File: src/rtl/block_a_rx.sv
`default_nettype none
// ============================================================================
// Module      : block_a_rx
// Description : Receive-side collector for the block_a sample stream. Packs
//               PACK qualified samples per word, buffers words in a
//               first-word-fall-through FIFO and throttles the producer.
// Revision    : 1.0 - initial release
// ============================================================================
module block_a_rx #(
    parameter int DATA2 = 3,
    parameter int PACK  = 4,
    parameter int DEPTH = 4
) (
    input  logic                         clk,
    input  logic                         rst,
    input  logic                         data_en,
    input  logic [DATA2:0]               data_in,
    input  logic                         flush,
    output logic [PACK*(DATA2+1)-1:0]    word_out,
    output logic                         word_valid,
    input  logic                         word_ready,
    output logic                         clk_en,
    output logic                         overflow,
    output logic [$clog2(DEPTH+1)-1:0]   fill
);

    localparam int c_SW     = DATA2 + 1;
    localparam int c_WW     = PACK * c_SW;
    localparam int c_IDX_W  = (PACK > 1) ? $clog2(PACK) : 1;
    localparam int c_PTR_W  = $clog2(DEPTH);
    localparam int c_FILL_W = $clog2(DEPTH + 1);

    localparam logic [c_IDX_W-1:0]  c_IDX_LAST  = c_IDX_W'(PACK - 1);
    localparam logic [c_FILL_W-1:0] c_FILL_FULL = c_FILL_W'(DEPTH);
    localparam logic [c_FILL_W-1:0] c_FILL_HIGH = c_FILL_W'(DEPTH - 1);

    // Packer state
    logic [c_IDX_W-1:0]  r_idx;
    logic [c_WW-1:0]     r_pack;
    logic [c_WW-1:0]     w_pack_next;
    logic                w_complete;
    logic                w_push;

    // FIFO state
    logic [c_WW-1:0]     r_mem [DEPTH];
    logic [c_PTR_W-1:0]  r_wr_ptr;
    logic [c_PTR_W-1:0]  r_rd_ptr;
    logic [c_FILL_W-1:0] r_fill;
    logic [c_WW-1:0]     r_head;
    logic                r_overflow;

    logic                w_pop;
    logic                w_full;
    logic                w_wr;
    logic                w_drop;
    logic [c_PTR_W-1:0]  w_rd_next;
    logic [c_FILL_W-1:0] w_fill_next;

    // Merge this cycle's sample into its slot and decide whether a word leaves the packer
    always_comb begin
        w_pack_next = r_pack;
        for (int s = 0; s < PACK; s++) begin
            if (data_en && (r_idx == c_IDX_W'(s))) begin
                w_pack_next[s*c_SW +: c_SW] = data_in;
            end
        end
        w_complete = data_en && (r_idx == c_IDX_LAST);
        // A flush only produces a word if there is at least one sample in it
        w_push     = w_complete || (flush && (data_en || (r_idx != '0)));
    end

    // FIFO write/read qualification; a pop frees the slot a same-cycle push needs
    always_comb begin
        w_pop       = (r_fill != '0) && word_ready;
        w_full      = (r_fill == c_FILL_FULL);
        w_wr        = w_push && (!w_full || w_pop);
        w_drop      = w_push && w_full && !w_pop;
        w_rd_next   = w_pop ? (r_rd_ptr + c_PTR_W'(1)) : r_rd_ptr;
        w_fill_next = r_fill;
        case ({w_wr, w_pop})
            2'b10:   w_fill_next = r_fill + c_FILL_W'(1);
            2'b01:   w_fill_next = r_fill - c_FILL_W'(1);
            default: w_fill_next = r_fill;
        endcase
    end

    // Packer registers: slot index and partially assembled word
    always_ff @(posedge clk or negedge rst) begin
        if (!rst) begin
            r_idx  <= '0;
            r_pack <= '0;
        end else if (w_push) begin
            // Word leaves even if the FIFO drops it; packer always restarts clean
            r_idx  <= '0;
            r_pack <= '0;
        end else if (data_en) begin
            r_idx  <= r_idx + c_IDX_W'(1);
            r_pack <= w_pack_next;
        end
    end

    // FIFO storage; contents are only observed through the registered head
    always_ff @(posedge clk) begin
        if (w_wr) begin
            r_mem[r_wr_ptr] <= w_pack_next;
        end
    end

    // FIFO pointers, occupancy and sticky overflow flag
    always_ff @(posedge clk or negedge rst) begin
        if (!rst) begin
            r_wr_ptr   <= '0;
            r_rd_ptr   <= '0;
            r_fill     <= '0;
            r_overflow <= 1'b0;
        end else begin
            if (w_wr) begin
                r_wr_ptr <= r_wr_ptr + c_PTR_W'(1);
            end
            r_rd_ptr <= w_rd_next;
            r_fill   <= w_fill_next;
            if (w_drop) begin
                r_overflow <= 1'b1;
            end
        end
    end

    // Registered head word; bypasses the array when the new head is being written now
    always_ff @(posedge clk or negedge rst) begin
        if (!rst) begin
            r_head <= '0;
        end else if (w_fill_next != '0) begin
            r_head <= (w_wr && (r_wr_ptr == w_rd_next)) ? w_pack_next : r_mem[w_rd_next];
        end
    end

    assign word_out   = r_head;
    assign word_valid = (r_fill != '0);
    assign clk_en     = (r_fill < c_FILL_HIGH);
    assign overflow   = r_overflow;
    assign fill       = r_fill;

endmodule
`default_nettype wire

File: config.mk
export PLATFORM = sky130hd
export DESIGN_NAME = block_a_rx
export DESIGN_NICKNAME = d
export VERILOG_FILES = /design/src/rtl/block_a_rx.sv
export SDC_FILE = /design/constraint.sdc
export NUM_CORES = 1
export LEC_CHECK = 0
export CAP_MARGIN = 10
export CORE_UTILIZATION = 50
export DETAILED_ROUTE_END_ITERATION = 8
export GPL_ROUTABILITY_DRIVEN = 0
export PLACE_DENSITY = 0.69
export RECOVER_POWER = 50
export SKIP_LAST_GASP = 1
export SLEW_MARGIN = 20
export SYNTH_ARGS = -nofsm -noshare
export SYNTH_HDL_FRONTEND = slang
export SYNTH_SLANG_ARGS = --single-unit
File: constraint.sdc
create_clock -name clk -period 3.9 [get_ports clk]
set_input_delay 1.17 -clock clk [delete_from_list [all_inputs] [get_ports clk]]
set_output_delay 1.17 -clock clk [all_outputs]
set_load 0.02 [all_outputs]
==> metrics, run 1 <==
status=finished, violations left; failing checks=capacitance limit, slew limit; YS warnings=0; initial antenna violation count=0; setup ws final=0.315 ns; min-delay src=overflow; sequential share of the synthesized area=0.541; worst-path maximum fanout=16; drt drc=0; Lkg Pwr=2.30 nW; Detailed Place HPWL=8.49 mm; # rows=37; Via density=6.42; CTS root buf=clkbuf_8; first-pass GRT wire length=21.3 mm; cts bufs inserted=9; register area=2970 um^2; Synth area leader=edfxtp_1; dpl ws=0.0259 ns; Final Setup Violations=0; routing usage on met1=0.312; Hold Path Sink=overflow; r2r startpoint=r_idx[0]; CP endpoint kind=flop; CTS tree=done; Cells after Synth=484; die height=107 um; count of final hold-check violations=0; Final period util=0.919; # IOs=31; top cells by area, synth=edfxtp_1 35%, dfrtp_1 19%, nor3_1 8.5%, mux2_2 4.1%, nand2_1 2.8%; Crit Path Category=in2reg; RSZ-0062 raised after global routing=no; share of layout cells above drive strength 1=0.0861; register bit count reported by yosys=106; Post-synth EDFFs=64; Layout area overhead=11.0%; Setup TNS Final=0 ns; setup bufs post-CTS=0; starting density of the core=0.525; cells on worst reg2reg path=11; Final Max Slew Viols=43; GRT Total Usage=0.247; top-count cell post-synth=nor3_1; final hold slack=0.470 ns; Critical Path AT=3.84 ns; CP required=4.15 ns; r2r endpoint=word_out[5]; post-synth cell types=55; clock latency on the worst-skew pair=0.38 ns; hold_buf cts=0; CTS clk-pin slew, worst paths=0.10 ns; Max-cap violations=1; met3 GRT Util=0.0377; final WL=13.3 mm; Min-Delay Path Depth=1; area of the multi-input gates=2270 um^2; syn avg cell area=11.3 um^2; port bufs=30; WL per Instance=20.5 um; Post-synth top cells=93 x nor3_1, 64 x edfxtp_1, 42 x dfrtp_1; GR peak layer=met2; CTS H-tree lvls=3; Iter 0 DRT Violations=288; worst relative slew slack=-0.653; die area=11400 um^2; Worst Max-Slew Pin Slew=2.48 ns; fmax=279 MHz; largest net degree at the start of global routing=66; share of the synthesized area in the top cell type=0.350; Nets=524; Syn Std Cell Area=5490 um^2; total core area=10500 um^2; worst setup skew after layout=0.0135 ns; ys async rst share=0.396; Critical Path Source Type=input pin; Antenna Violating Nets Remaining=0; met2 Resource Use GR=0.422; Remaining Overflow, GRT=0; # fillers=900; Tmin final=3.59 ns; flop-to-flop setup slack=0.94 ns; Power per Cell Area=865 nW/um^2; vias in the first global route=4159; Gates resized, CTS repair=0; CTS max path bufs=2; total vias in the final route=4154; most common flop cell mapped by yosys=edfxtp_1; TritonRoute pass-1 iters=5; worst ir drop on vdd=461 uV; antenna cells=0; Hold Crit Class=reg2reg; clock sink count=106; Final Util=0.583; Post-Syn Nets=502; chip width=107 um
[layer usage]
metal  vias up  share of wire
met4         0          0.027
met2       193           0.50
met5         -              0
met1      2037           0.40
li1       1885              -
met3        39          0.075
[layout by cell type, fill, tap and decap left out, types with 3 or more instances in the layout]
cell type | synthesis | layout
o21ai_1 | 4 | 3
clkbuf_1 | 14 | 6
a41o_1 | 3 | 3
mux2_2 | 20 | 4
o21a_1 | 15 | 15
and2_1 | 16 | 13
clkdlybuf4s50_1 | 0 | 27
clkinv_4 | 0 | 3
xnor2_1 | 5 | 5
nor4_1 | 5 | 5
edfxtp_1 | 64 | 64
o41ai_1 | 12 | 12
and4_1 | 3 | 3
and2_0 | 0 | 3
nand2b_1 | 3 | 3
nor4b_1 | 4 | 4
buf_4 | 6 | 12
ha_1 | 8 | 8
a21oi_1 | 3 | 3
mux2_1 | 12 | 28
nand4_1 | 14 | 14
buf_12 | 0 | 4
nor3_1 | 93 | 93
o211ai_1 | 3 | 3
nand3_1 | 7 | 7
inv_1 | 5 | 5
and3_1 | 16 | 16
or4_1 | 12 | 12
dfrtp_1 | 42 | 42
clkbuf_8 | 0 | 9
nand2_1 | 41 | 41
nor2_1 | 7 | 7
o21ai_0 | 4 | 5
[critical path: stages]
cell and delay [ns]:
dlygate4sd3_1 0.61, o21ai_0 0.14, nand2_1 0.11, nor2_1 0.06, fa_1 0.43, nor4b_1 0.33
o31ai_1 0.18, a211oi_4 0.27, buf_12 0.20, mux2_1 0.34
[final cells by class]
cell class | count | share of cell area
Sequential cell | 106 | 0.488
Multi-Input combinational cell | 333 | 0.373
Timing Repair Buffer | 50 | 0.0786
Tap cell | 136 | 0.0279
Clock buffer | 10 | 0.0209
Clock inverter | 6 | 0.00842
Inverter | 6 | 0.00369
[state kept, by name, summed over array words and instances, names as in the netlist]
register / flops
r_wr_ptr: 2
fill: 3
r_rd_ptr: 2
r_mem: 64
word_out: 16
r_idx: 2
r_pack: 16
overflow: 1
[how the worst max path moves through the flow]
stage / startpoint / slack (ns) / depth (start not counted) / end
floorplan: word_ready / 0.11 / 11 / word_out[12]
global placement: flush / 0.11 / 10 / word_out[14]
detailed placement: flush / 0.03 / 10 / word_out[4]
CTS: flush / 0.42 / 10 / word_out[6]
global route: word_ready / 0.17 / 8 / word_out[9]
finish: flush / 0.31 / 10 / word_out[5]
[power breakdown]
group          internal (mW)  switching [mW]  total, mW
Clock                  0.241           0.398      0.639
Sequential              1.60           0.276       1.88
Combinational           1.16            1.60       2.76
Total                   3.00            2.27       5.27
[stage by stage]
stage,instances,cell area [um^2],power [mW]
3_5_place_dp,631,5930,4.66
5_1_grt,647,6100,5.58
4_1_cts,647,6110,5.30
6_report,647,6100,5.27
3_3_place_gp,631,5930,4.55
2_1_floorplan,484,5490,3.69
[cells by family (layout without fill, tap and decap cells)]
logic type	count (synthesis)	after routing	synth area share
compound gates	57	57	0.0875
xor+xnor	8	8	0.0169
simple gates	227	227	0.222
buf+inv	45	72	0.0447
mux	32	32	0.0656
fa+ha+maj	9	9	0.0219
flops	106	106	0.541
No activity file was read; power rests on OpenSTA's default activity.
==> inputs of run 2 (changes only) <==
--- a/config.mk
+++ b/config.mk
@@ -5,11 +5,11 @@
 export SDC_FILE = /design/constraint.sdc
 export NUM_CORES = 1
 export LEC_CHECK = 0
+export ABC_AREA = 1
 export CAP_MARGIN = 10
-export CORE_UTILIZATION = 50
+export CORE_UTILIZATION = 25
 export DETAILED_ROUTE_END_ITERATION = 8
 export GPL_ROUTABILITY_DRIVEN = 0
-export PLACE_DENSITY = 0.69
 export RECOVER_POWER = 50
 export SKIP_LAST_GASP = 1
 export SLEW_MARGIN = 20
==> run 2 against run 1 <==
- the flow still finishes with violations (capacitance limit, slew limit)
- final cell count rose by 36%
- largest power group unchanged
- first-iteration DRC count rose by 6.6%
- utilization fell by 28 points
- highest routed layer unchanged
- power fell by 8.4%
- worst hold slack improved by 0.037 ns
- register-to-register slack improved by 0.19 ns
- synthesized area fell by 6.3%
- sequential power fell by 13%
==> metrics, run 2 <==
Final Cell Area=6130 um^2 (was 6100 um^2); most common cell after layout, fill and taps aside=nand2_1 (was nor3_1); Gates resized, CTS repair=0 (unchanged); Tmin final=3.54 ns (was 3.59 ns); CTS root buf=clkbuf_16 (was clkbuf_8); # fillers=2164 (was 900); sequential share of power=0.337 (was 0.356); most flop-heavy register=r_mem (unchanged); Nets=624 (was 524); top-count cell post-synth=nand2_1 (was nor3_1); failing checks=capacitance limit, slew limit (unchanged); # IOs=31 (unchanged); Post-Syn Nets=578 (was 502); register bit count reported by yosys=106 (unchanged); syn avg cell area=9.19 um^2 (was 11.3 um^2); final WL=11.5 mm (was 13.3 mm); Antenna Violating Nets Remaining=0 (unchanged); clock latency on the worst-skew pair=0.35 ns (was 0.38 ns); status=finished, violations left (unchanged); Post-synth top cells=160 x nand2_1, 103 x inv_1, 89 x nand3_1 (was 93 x nor3_1, 64 x edfxtp_1, 42 x dfrtp_1); Int Pwr=2.83 mW (was 3.00 mW); Final Util=0.303 (was 0.583); ys async rst share=0.396 (unchanged); worst setup skew after layout=0.00782 ns (was 0.0135 ns); Lkg Pwr=2.96 nW (was 2.30 nW); Power Total=4.83 mW (was 5.27 mW); Iter 0 DRT Violations=307 (was 288); Final period util=0.907 (was 0.919); Hold Crit Class=reg2reg (unchanged); cts bufs inserted=9 (unchanged); register area=2970 um^2 (unchanged); share of layout cells above drive strength 1=0.0852 (was 0.0861); total vias in the final route=3670 (was 4154); Final Setup Violations=0 (unchanged); Critical Path AT=3.78 ns (was 3.84 ns); switch share=0.415 (was 0.430); most common flop cell mapped by yosys=edfxtp_1 (unchanged); RSZ-0062 raised after global routing=no (unchanged); chip width=145 um (was 107 um); count of final hold-check violations=0 (unchanged); worst-path maximum fanout=18 (was 16); GRT Total Usage=0.116 (was 0.247); WL per Instance=13.0 um (was 20.5 um); die area=21200 um^2 (was 11400 um^2); Layout area overhead=19.2% (was 11.0%); Final Max Slew Viols=43 (unchanged); initial antenna violation count=1 (was 0); CTS max path bufs=2 (unchanged); Post-synth EDFFs=64 (unchanged); Setup TNS Final=0 ns (unchanged); setup bufs post-CTS=0 (unchanged); Max-cap violations=1 (unchanged); total core area=20200 um^2 (was 10500 um^2); top cells by area, synth=edfxtp_1 37%, dfrtp_1 20%, nand2_1 12%, nand3_1 8.7%, inv_1 7.5% (was edfxtp_1 35%, dfrtp_1 19%, nor3_1 8.5%, mux2_2 4.1%, nand2_1 2.8%); die height=145 um (was 107 um); antenna cells=0 (unchanged); final hold slack=0.508 ns (was 0.470 ns); fmax=283 MHz (was 279 MHz); Comb pwr share=0.453 (was 0.523); Remaining Overflow, GRT=0 (unchanged); Detailed Place HPWL=7.61 mm (was 8.49 mm); share of the synthesized area in the top cell type=0.374 (was 0.350); Syn Std Cell Area=5140 um^2 (was 5490 um^2); Via density=4.17 (was 6.42); Crit Path Category=in2reg (unchanged); area of the multi-input gates=1650 um^2 (was 2270 um^2); CP endpoint kind=flop (unchanged); clock sink count=106 (unchanged); post-synth cell types=28 (was 55); CP required=4.14 ns (was 4.15 ns); vias in the first global route=3418 (was 4159); hold_buf cts=0 (unchanged); CTS tree=done (unchanged); Power per Cell Area=788 nW/um^2 (was 865 nW/um^2); worst ir drop on vdd=308 uV (was 461 uV); CTS H-tree lvls=3 (unchanged); # rows=52 (was 37); max reg flops=64 (unchanged); starting density of the core=0.254 (was 0.525); first-pass GRT wire length=18.7 mm (was 21.3 mm); Synth area leader=edfxtp_1 (unchanged); largest net degree at the start of global routing=43 (was 66); Critical Path Source Type=input pin (unchanged); worst relative slew slack=-0.619 (was -0.653); TritonRoute pass-1 iters=4 (was 5); clock share of power=0.210 (was 0.121); sequential share of the synthesized area=0.578 (was 0.541); drt drc=0 (unchanged); Worst Max-Slew Pin Slew=2.43 ns (was 2.48 ns); Post-Place Cell Area=5850 um^2 (was 5930 um^2); CTS clk-pin slew, worst paths=0.07 ns (was 0.10 ns); Cells after Synth=560 (was 484); most frequent cells in the layout=160 x nand2_1, 103 x inv_1, 89 x nand3_1, 64 x edfxtp_1, 42 x dfrtp_1 (was 93 x nor3_1, 64 x edfxtp_1, 42 x dfrtp_1, 41 x nand2_1, 28 x mux2_1); YS warnings=0 (unchanged); Psw=2.00 mW (was 2.27 mW); port bufs=30 (unchanged)
[run 2: final cells by class]
cell class | count | share of cell area
clock buffer | 10 | 0.0373
clock inverter | 5 | 0.0169
inverter | 107 | 0.0655
multi-input combinational | 326 | 0.269
sequential | 106 | 0.485
tap | 270 | 0.0551
timing repair buffer | 56 | 0.0718
[run 2: kinds of logic (layout without fill, tap and decap cells)]
group,Yosys count,count (layout),synth area share
simple gates,292,292,0.269
compound gates,24,24,0.0260
buf+inv,128,178,0.102
fa+ha+maj,9,9,0.0233
flops,106,106,0.578
xor+xnor,1,1,0.00170
[run 2: power groups by stage]
| stage | Clock (mW) | Sequential (mW) | Combinational (mW) |
|---|---|---|---|
| floorplan | 0 | 1.76 | 1.41 |
| CTS | 1.04 | 1.64 | 2.25 |
| global route | 1.08 | 1.66 | 2.45 |
| finish | 1.02 | 1.63 | 2.19 |
| global placement | 0 | 1.66 | 2.22 |
| detailed placement | 0 | 1.66 | 2.24 |
[run 2: worst max-delay path, cell delays in order]
cell and delay, ns:
dlygate4sd3_1 0.65, o21ai_4 0.56, nand3_4 0.16, inv_1 0.11, fa_1 0.40, nand2_1 0.09
nand2_2 0.09, nor2_8 0.22, nand2_4 0.16, nand2_1 0.12, nand2_1 0.05
[run 2: final timing paths]
check	startpoint	endpoint	slack, ns	depth (start not counted)
max in group asynchronous	rst	word_out[15]	0.95	1
setup reg to reg	r_idx[0]	word_out[15]	1.13	13
hold reg to reg	word_out[9]	word_out[9]	0.51	2
setup / recovery	data_en	word_out[15]	0.36	11
hold / removal	word_out[9]	word_out[9]	0.51	2
min in group asynchronous	rst	r_pack[5]	1.57	1
[run 2: layer usage]
metal	wire [um]	global-route usage	part of all wire	vias to the layer above
li1	-	-	-	1882
met1	5920	0.170	0.52	1693
met2	4880	0.167	0.43	85
met3	539	0.0229	0.047	10
met4	138	0.0400	0.012	0
met5	0	0	0	-
[run 2: stage by stage]
step	std cells	setup WS [ns]
2_1_floorplan	560	0.721
4_1_cts	880	0.454
6_report	880	0.362
3_5_place_dp	865	0.0806
5_1_grt	880	0.202
3_3_place_gp	865	0.165
==> inputs of run 3 (changes only) <==
--- a/config.mk
+++ b/config.mk
@@ -6,7 +6,6 @@
 export NUM_CORES = 1
 export LEC_CHECK = 0
 export ABC_AREA = 1
-export CAP_MARGIN = 10
 export CORE_UTILIZATION = 25
 export DETAILED_ROUTE_END_ITERATION = 8
 export GPL_ROUTABILITY_DRIVEN = 0
==> results of run 3 <==
The final DEF is identical to that of run 2; final timing and power are the same.
